**src/rtl/slave_bridge_pkg.sv**
```systemverilog
// Shared types and defaults for the CPU-to-slave handshake bridge.
package slave_bridge_pkg;

  typedef enum logic [2:0] {
    ST_IDLE,
    ST_REQ,
    ST_WAIT_ACK,
    ST_ACK,
    ST_RELEASE
  } state_t;

  localparam int unsigned DEF_IRQ_LEN = 20;
  localparam int unsigned DEF_TIMEOUT = 4096;

  function automatic logic [7:0] pick_byte(input logic uds, input logic [15:0] din);
    return uds ? din[15:8] : din[7:0];
  endfunction

endpackage

```
**src/rtl/slave_bus_bridge_if.sv**
```systemverilog
// CPU bus plus slave-port signals of the bridge; the bridge uses the slave view.
interface slave_bus_bridge_if;

  logic        cs;
  logic        uds;
  logic        lds;
  logic        write_strobe;
  logic [1:0]  address;
  logic [15:0] din;
  logic [15:0] dout;
  logic        bus_ack;
  logic        bus_err;
  logic [7:0]  to_slave;
  logic [7:0]  from_slave;
  logic [1:0]  sel;
  logic        rd_n;
  logic        slave_irq;
  logic        dtack_n;

  modport master (
    output cs, uds, lds, write_strobe, address, din, from_slave, dtack_n,
    input  dout, bus_ack, bus_err, to_slave, sel, rd_n, slave_irq
  );

  modport slave (
    input  cs, uds, lds, write_strobe, address, din, from_slave, dtack_n,
    output dout, bus_ack, bus_err, to_slave, sel, rd_n, slave_irq
  );

endinterface

```
**src/rtl/slave_bus_bridge_sync2.sv**
```systemverilog
// Two-flop synchronizer for the slave acknowledge line.
module sync2 #(
  parameter logic RST_VAL = 1'b1
) (
  input  logic clk,
  input  logic reset_n,
  input  logic i_d,
  output logic o_q
);

  logic r_meta;
  logic r_q;

  always_ff @(posedge clk or negedge reset_n) begin
    if (!reset_n) begin
      r_meta <= RST_VAL;
      r_q    <= RST_VAL;
    end else begin
      r_meta <= i_d;
      r_q    <= r_meta;
    end
  end

  assign o_q = r_q;

endmodule

```
**src/rtl/slave_bus_bridge.sv**
```systemverilog
// Bridges one CPU access to the slave port: IRQ pulse, wait for acknowledge, timeout abort.
//
//   state      | meaning
//   -----------+-----------------------------------------------------
//   IDLE       | waiting for cs with a byte strobe
//   REQ        | slave_irq high for IRQ_LEN cycles, acks ignored
//   WAIT_ACK   | waiting for synchronized dtack_n rising edge
//   ACK        | bus_ack pulse
//   RELEASE    | waiting for cs to drop before the next access
module slave_bus_bridge
  import slave_bridge_pkg::*;
#(
  parameter int unsigned IRQ_LEN = DEF_IRQ_LEN,
  parameter int unsigned TIMEOUT = DEF_TIMEOUT
) (
  input logic              clk,
  input logic              reset_n,
  slave_bus_bridge_if.slave bus
);

  localparam logic [7:0]  IRQ_LOAD = 8'(IRQ_LEN - 1);
  localparam logic [15:0] TO_LOAD  = 16'(TIMEOUT - 1);

  state_t      r_state;
  logic [7:0]  r_irq_cnt;
  logic [15:0] r_to_cnt;
  logic [15:0] r_dout;
  logic [7:0]  r_to_slave;
  logic [1:0]  r_sel;
  logic        r_rd_n;
  logic        r_irq;
  logic        r_ack;
  logic        r_err;
  logic        r_dtack_prev;
  logic        w_dtack_sync;
  logic        w_ack_edge;

  sync2 #(.RST_VAL(1'b1)) u_sync2 (
    .clk     (clk),
    .reset_n (reset_n),
    .i_d     (bus.dtack_n),
    .o_q     (w_dtack_sync)
  );

  // The edge history runs in every state so an ack seen during REQ is consumed, not deferred.
  assign w_ack_edge = w_dtack_sync & ~r_dtack_prev;

  always_ff @(posedge clk or negedge reset_n) begin
    if (!reset_n) begin
      r_state      <= ST_IDLE;
      r_irq_cnt    <= '0;
      r_to_cnt     <= '0;
      r_dout       <= '0;
      r_to_slave   <= '0;
      r_sel        <= '0;
      r_rd_n       <= 1'b1;
      r_irq        <= 1'b0;
      r_ack        <= 1'b0;
      r_err        <= 1'b0;
      r_dtack_prev <= 1'b1;
    end else begin
      r_dtack_prev <= w_dtack_sync;
      r_ack        <= 1'b0;
      r_err        <= 1'b0;
      case (r_state)
        ST_IDLE: begin
          if (bus.cs && (bus.uds || bus.lds)) begin
            r_to_slave <= pick_byte(bus.uds, bus.din);
            r_sel      <= bus.address;
            r_rd_n     <= bus.write_strobe;
            r_irq      <= 1'b1;
            r_irq_cnt  <= IRQ_LOAD;
            r_to_cnt   <= TO_LOAD;
            r_state    <= ST_REQ;
          end
        end
        ST_REQ, ST_WAIT_ACK: begin
          if (!bus.cs) begin
            r_irq     <= 1'b0;
            r_irq_cnt <= '0;
            r_to_cnt  <= '0;
            r_state   <= ST_IDLE;
          end else if (r_state == ST_WAIT_ACK && w_ack_edge) begin
            // Ack is checked before the timeout so a same-cycle tie completes normally.
            r_ack    <= 1'b1;
            r_to_cnt <= '0;
            if (!r_rd_n) r_dout <= {bus.from_slave, bus.from_slave};
            r_state  <= ST_ACK;
          end else if (r_to_cnt == '0) begin
            r_err     <= 1'b1;
            r_irq     <= 1'b0;
            r_irq_cnt <= '0;
            r_state   <= ST_RELEASE;
          end else begin
            r_to_cnt <= r_to_cnt - 16'd1;
            if (r_state == ST_REQ) begin
              if (r_irq_cnt == '0) begin
                r_irq   <= 1'b0;
                r_state <= ST_WAIT_ACK;
              end else begin
                r_irq_cnt <= r_irq_cnt - 8'd1;
              end
            end
          end
        end
        ST_ACK: begin
          r_state <= ST_RELEASE;
        end
        ST_RELEASE: begin
          if (!bus.cs) r_state <= ST_IDLE;
        end
        default: r_state <= ST_IDLE;
      endcase
    end
  end

  assign bus.dout      = r_dout;
  assign bus.to_slave  = r_to_slave;
  assign bus.sel       = r_sel;
  assign bus.rd_n      = r_rd_n;
  assign bus.slave_irq = r_irq;
  assign bus.bus_ack   = r_ack;
  assign bus.bus_err   = r_err;

endmodule

```
**src/flat_wrapper.sv**
```systemverilog
// flat-port wrapper written by rule: the top's interface ports become plain ports
module slave_bus_bridge_flat import slave_bridge_pkg::*;
#(
  parameter int unsigned IRQ_LEN = DEF_IRQ_LEN,
  parameter int unsigned TIMEOUT = DEF_TIMEOUT
)
  (clk, reset_n, bus_cs, bus_uds, bus_lds, bus_write_strobe, bus_address, bus_din, bus_from_slave, bus_dtack_n, bus_dout, bus_bus_ack, bus_bus_err, bus_to_slave, bus_sel, bus_rd_n, bus_slave_irq);
  slave_bus_bridge_if bus_i ();
  input logic clk;
  input logic reset_n;
  input wire logic [$bits(bus_i.cs)-1:0] bus_cs;
  input wire logic [$bits(bus_i.uds)-1:0] bus_uds;
  input wire logic [$bits(bus_i.lds)-1:0] bus_lds;
  input wire logic [$bits(bus_i.write_strobe)-1:0] bus_write_strobe;
  input wire logic [$bits(bus_i.address)-1:0] bus_address;
  input wire logic [$bits(bus_i.din)-1:0] bus_din;
  input wire logic [$bits(bus_i.from_slave)-1:0] bus_from_slave;
  input wire logic [$bits(bus_i.dtack_n)-1:0] bus_dtack_n;
  output wire logic [$bits(bus_i.dout)-1:0] bus_dout;
  output wire logic [$bits(bus_i.bus_ack)-1:0] bus_bus_ack;
  output wire logic [$bits(bus_i.bus_err)-1:0] bus_bus_err;
  output wire logic [$bits(bus_i.to_slave)-1:0] bus_to_slave;
  output wire logic [$bits(bus_i.sel)-1:0] bus_sel;
  output wire logic [$bits(bus_i.rd_n)-1:0] bus_rd_n;
  output wire logic [$bits(bus_i.slave_irq)-1:0] bus_slave_irq;
  assign bus_i.cs = bus_cs;
  assign bus_i.uds = bus_uds;
  assign bus_i.lds = bus_lds;
  assign bus_i.write_strobe = bus_write_strobe;
  assign bus_i.address = bus_address;
  assign bus_i.din = bus_din;
  assign bus_i.from_slave = bus_from_slave;
  assign bus_i.dtack_n = bus_dtack_n;
  assign bus_dout = bus_i.dout;
  assign bus_bus_ack = bus_i.bus_ack;
  assign bus_bus_err = bus_i.bus_err;
  assign bus_to_slave = bus_i.to_slave;
  assign bus_sel = bus_i.sel;
  assign bus_rd_n = bus_i.rd_n;
  assign bus_slave_irq = bus_i.slave_irq;
  slave_bus_bridge #(.IRQ_LEN(IRQ_LEN), .TIMEOUT(TIMEOUT)) u_core (.clk(clk), .reset_n(reset_n), .bus(bus_i));
endmodule
```
**config.mk**
```make
export PLATFORM = sky130hd
export DESIGN_NAME = slave_bus_bridge_flat
export DESIGN_NICKNAME = d
export VERILOG_FILES = /design/src/rtl/slave_bridge_pkg.sv /design/src/rtl/slave_bus_bridge_if.sv /design/src/rtl/slave_bus_bridge_sync2.sv /design/src/rtl/slave_bus_bridge.sv /design/src/flat_wrapper.sv
export SDC_FILE = /design/constraint.sdc
export NUM_CORES = 1
export LEC_CHECK = 0
export ABC_AREA = 0
export CAP_MARGIN = 5
export CORE_ASPECT_RATIO = 0.75
export CORE_MARGIN = 10
export CORE_UTILIZATION = 57
export DETAILED_ROUTE_END_ITERATION = 10
export DONT_BUFFER_PORTS = 1
export GPL_TIMING_DRIVEN = 0
export PLACE_DENSITY = 0.81
export SLEW_MARGIN = 0
export SYNTH_ARGS = -nofsm -noshare
export SYNTH_HDL_FRONTEND = slang
export SYNTH_SLANG_ARGS = --single-unit
```
**constraint.sdc**
```tcl
create_clock -name clk -period 2.1 [get_ports clk]
set_input_delay 0.21 -clock clk [delete_from_list [all_inputs] [get_ports clk]]
set_output_delay 0.21 -clock clk [all_outputs]
set_load 0.05 [all_outputs]
```
== Yosys cells after proc, flatten, opt, wreduce, memory -nomap -nowiden ==
Index checks and enable logic that the tools add are counted.
Storage, ports and cells
  register bits after elaboration: 60
  bits of input ports: 33
  output and inout bits: 30
Cells by class
  add/subtract/negate cells: 2
  eq/ne operators: 13
  multiplexer cells: 35
  bitwise gates (word level): 3
  reductions and logical operators: 14
Operators by type and width (count)
  16-bit 2-to-1 mux: 4
  8-bit 2-to-1 mux: 7
  16-bit case mux with 2 select lines: 1
  3-bit 2-to-1 mux: 7
  16-bit logical NOT: 1
  8-bit case mux with 2 select lines: 1
  16-bit by 1-bit subtractor with 16-bit output, second input constant: 1
  1-bit 2-to-1 mux: 13
  3-bit case mux with 4 select lines: 1
  5-bit by 2-bit != test with 1-bit output, second input constant: 2
  5-bit AND reduction: 2
  8-bit logical NOT: 1
  4-bit by 2-bit != test with 1-bit output, second input constant: 2
  4-bit by 3-bit != test with 1-bit output, second input constant: 2
  4-bit AND reduction: 2
  8-bit by 1-bit subtractor with 8-bit output, second input constant: 1
  3-bit by 2-bit equality test with 1-bit output, second input constant: 2
  3-bit by 1-bit equality test with 1-bit output, second input constant: 1
  3-bit equality test, second input constant: 1
  3-bit logical NOT: 1
  3-bit != test, second input constant: 1
  3-bit AND reduction: 1
  1-bit logical AND: 2
  2-bit by 1-bit != test with 1-bit output, second input constant: 1
  8 further kinds: 9

== Depth between registers and ports, before layout ==
  depth in word-level cells: 7
  mapped depth: 9
  gate-level depth less buffers: 7

== Cells and area by module ==
From an unflattened synthesis, not the netlist that was laid out.
Second synthesis, totals
  cells, all modules: 277
  area total of the unflattened synthesis: 2777.7 um2
By module, submodules not included
  slave_bus_bridge: instances 1, cells an instance 275, area each 2725.1 um2, sequential area each 1253.7 um2
  sync2: instances 1, cells an instance 2, area each 52.6 um2, sequential area each 52.6 um2

== Least setup slack after synthesis ==
OpenSTA, ideal clock, no wires.
  kind: register to register
  from: register u_core.r_to_cnt[0]
  to: register u_core.r_to_cnt[14]
  arrival time: 1971 ps
  required time: 2022 ps
  path slack: 52 ps
  cell stages (with the launch flop): 8
  buffers on the path: 0
  path through: dfrtp_1 inv_1 ha_1 or3b_1 nor4_4 nand2_1 or4_1 a21oi_1
On the way
  cells in the longest elaborated chain, start to end: 5
RTL lines
  from (decl): line slave_bus_bridge.sv:26  | logic [15:0] r_to_cnt;
  from (signal assigned): line slave_bus_bridge.sv:95  | r_to_cnt <= r_to_cnt - 16'd1;
  16-bit by 1-bit subtractor with 16-bit output: line slave_bus_bridge.sv:95
  16-bit 2-to-1 mux: line slave_bus_bridge.sv:89  | end else if (r_to_cnt == '0) begin
  16-bit 2-to-1 mux: line slave_bus_bridge.sv:83  | end else if (r_state == ST_WAIT_ACK && w_ack_edge) begin
  16-bit 2-to-1 mux: line slave_bus_bridge.sv:78  | if (!bus.cs) begin
  16-bit case mux with 2 select lines: line slave_bus_bridge.sv:65  | case (r_state)
Parallel ways exist; a longest one is shown, timed or not. The select of a mux whose other input is x is not followed.
A chain may end at the register's enable or synchronous reset.

== Final worst setup path ==
  from: register u_core.r_to_cnt[0]
  to: register u_core.r_to_cnt[13]
Same word-level chain as after synthesis.

==> run metrics <==
area leader, netlist dfrtp_1; metal2 WL 3340 um; setup slack after layout 28.8 ps; Setup crit end kind flip-flop; Slew HR 0.653; number of antenna diodes 0; worst slew pin tran 521 ps; top_reg_cell synth dfrtp_1; deepest clock path buffer count 2; area of the multi-input gates 1490 um^2; hold wc startpoint bus_from_slave[2]; largest net degree at the start of global routing 53; clock slew at reported path FFs 100 ps; crit path time final 2070 ps; Lkg Pwr 1.40 nW; Final Hold Vio Count 0; die area 8290 um^2; # DRC 0; async set-or-reset flop fraction in the synthesized netlist 1.00; setup violators final 0; crit-path max FO 10; DR top layer met4; Yosys Warn Count 0; Root Driver clkbuf_8; row cnt 22; ranking of synthesized cells by area dfrtp_1 (42%), a21oi_1 (5.4%), mux2_2 (5.1%); Yosys cell types 54; CTS Buf Count 5; H-Tree Depth 2; wire length per cell 19.2 um; Slew Viols, Final 0; most frequent cells after synthesis dfrtp_1 (48), a21oi_1 (31), nor2_1 (23), o21ai_0 (22), nand2_1 (14); Flop pwr share 0.526; final worst-path cycle share 0.986; final estimated routing congestion in global placement 0.881; syn_area_per_cell 9.78 um^2; Cell Pwr Density 1170 nW/um^2; Internal 2.08 mW; fillcell total 348; initial DRC count 214; fmax 483 MHz; vias in the first global route 2,330; logic gate share of total power 0.323; register area 1310 um^2; DP Wirelength 4980 um; met3 wire length 743 um; Via Count 2,448; Via-to-Cell Ratio 6.43; Startpoint Class flip-flop; M1 WL 3130 um; Clk network pwr share 0.151; CORE AREA 4870 um^2; WP data arrival 2290 ps; HP Class in2reg; outcome finished clean; Port Buf Inserts 0; RR Startpoint u_core.r_to_cnt[0]; Initial Util 0.588; Worst Setup SP u_core.r_to_cnt[0]; CP max-delay cell or4_1; Crit Path Category reg2reg; Synth Net Count 329; initial antenna violation count 0; top-count cell post-synth dfrtp_1; gr ovfl total 0; GRT Overall Usage 0.174; WP data required 2320 ps; share of layout cells above drive strength 1 0.290; clock skew 15.5 ps; DIE HEIGHT 81.4 um; IO Count 63; Sink Count 52; Nets 356; clock latency on the worst-skew pair 310 ps; Post-DP Area 2940 um^2; Switching Share 0.468; max cap viols 0; global-route wire length before repair 11,700 um; Place WS -190 ps; Sw Pwr 1.83 mW; crit-path cells inv_2, ha_4, nor4b_2, and4_1, and3_4, buf_6, or4_1, a21oi_2; synthesized instance count 293; sequential area share after synthesis 0.456; #FFs+latches synth 52; Final ANT Viol Nets 0; Final Cell Area 3330 um^2; VDD IR-drop max 0.920 mV; Detailed Route WL 7330 um; Synth top area share 0.419; mapped cell area 2870 um^2; number of flops mapped to enable cells by yosys 0; crit-path max cell delay 490 ps; CTS tree yes; Layout area overhead 16.2%; Die Width 102 um; Initial DRT Pass Iterations 5
sequential cells by signal, indices dropped and copies added, names as in the netlist:
name,flops
u_core.r_state,3
u_core.u_sync2.r_meta,1
u_core.u_sync2.o_q,1
u_core.bus.bus_err,1
u_core.bus.sel,2
u_core.bus.dout,8
u_core.r_irq_cnt,8
u_core.bus.slave_irq,1
u_core.bus.bus_ack,1
u_core.r_to_cnt,16
u_core.bus.rd_n,1
u_core.r_dtack_prev,1
u_core.bus.to_slave,8
repair_timing:
| item | CTS | global route |
|---|---|---|
| setup endpoints to repair | 25 | 45 |
| pin swaps | 13 | 8 |
| buffers inserted | 12 | 5 |
| hold buffers | 3 | 0 |
| hold endpoints to repair | 53 | 0 |
| gates resized for setup | 14 | 29 |
power groups by stage:
stage               clock network (mW)  registers [mW]  logic (mW)
floorplan                            0            1.97       0.892
finish                           0.591            2.06        1.26
detailed placement                   0            2.05        1.09
global placement                     0            2.05        1.06
global route                     0.642            2.11        1.40
CTS                              0.593            2.04        1.17
through the flow:
stage,utilization,setup TNS (ps),power (mW),cells,hold WS (ps)
2_1_floorplan,-,0,2.86,293,-85.6
3_3_place_gp,0.603,-539,3.10,353,-83.3
3_5_place_dp,0.603,-1760,3.14,353,-83.4
4_1_cts,0.660,-82.5,3.80,376,55.8
5_1_grt,0.683,-131,4.15,381,41.9
6_report,0.683,0,3.91,381,55.3
critical path, delay by kind of cell, from the launching register on:
family | cells | cell delay (ps)
adder cells (fa/ha/maj) | 1 | 170
flip-flops | 1 | 400
buffers and inverters | 2 | 210
AND/OR/NAND/NOR | 4 | 1070
AO/OA/AOI/OAI | 1 | 150
placed cells by master, fill, tap and decap left out, types with 3 or more instances in the layout:
| cell type | count |
|---|---|
| a21oi_1 | 28 |
| a21oi_2 | 3 |
| a31oi_1 | 3 |
| buf_2 | 7 |
| buf_4 | 25 |
| buf_6 | 3 |
| clkbuf_1 | 7 |
| clkbuf_8 | 6 |
| dfrtp_1 | 47 |
| dfstp_2 | 4 |
| inv_1 | 7 |
| mux2_2 | 13 |
| mux2i_1 | 9 |
| nand2_1 | 13 |
| nand2b_1 | 6 |
| nand4b_1 | 3 |
| nor2_1 | 23 |
| nor3_1 | 8 |
| nor4_4 | 4 |
| o211ai_1 | 3 |
| o21a_1 | 3 |
| o21ai_0 | 20 |
| o22ai_1 | 4 |
| o31ai_1 | 11 |
| or4_1 | 4 |
| or4_4 | 3 |
cells by family after synthesis:
logic type      count (synthesis)  share of synthesized area
buf+inv                        34                     0.0607
flops                          52                      0.456
simple gates                   89                      0.191
fa+ha+maj                       3                     0.0131
mux                            22                     0.0825
compound gates                 91                      0.191
xor+xnor                        2                    0.00611
layout make-up:
type | count | share of cell area
Clock buffer | 8 | 0.0271
Buffer | 25 | 0.0470
Tap cell | 60 | 0.0225
Multi-Input combinational cell | 207 | 0.447
Inverter | 9 | 0.0101
Sequential cell | 52 | 0.393
Timing Repair Buffer | 20 | 0.0537
final timing paths:
path	end	slack [ps]	cells after the start
worst max-delay path	u_core.r_to_cnt[13]	30	8
worst min-delay path	u_core.bus.dout[10]	60	1
worst max register to register	u_core.r_to_cnt[13]	30	8
worst min register to register	u_core.u_sync2.o_q	360	0
max in group asynchronous	u_core.bus.rd_n	1390	2
min in group asynchronous	u_core.r_irq_cnt[5]	400	2
layer usage:
metal,global-route usage,vias to the layer above
met5,0,-
met4,0.0478,0
met3,0.0534,13
met2,0.265,138
met1,0.237,1180
li1,-,1117
(Power assumes the default switching activity.)
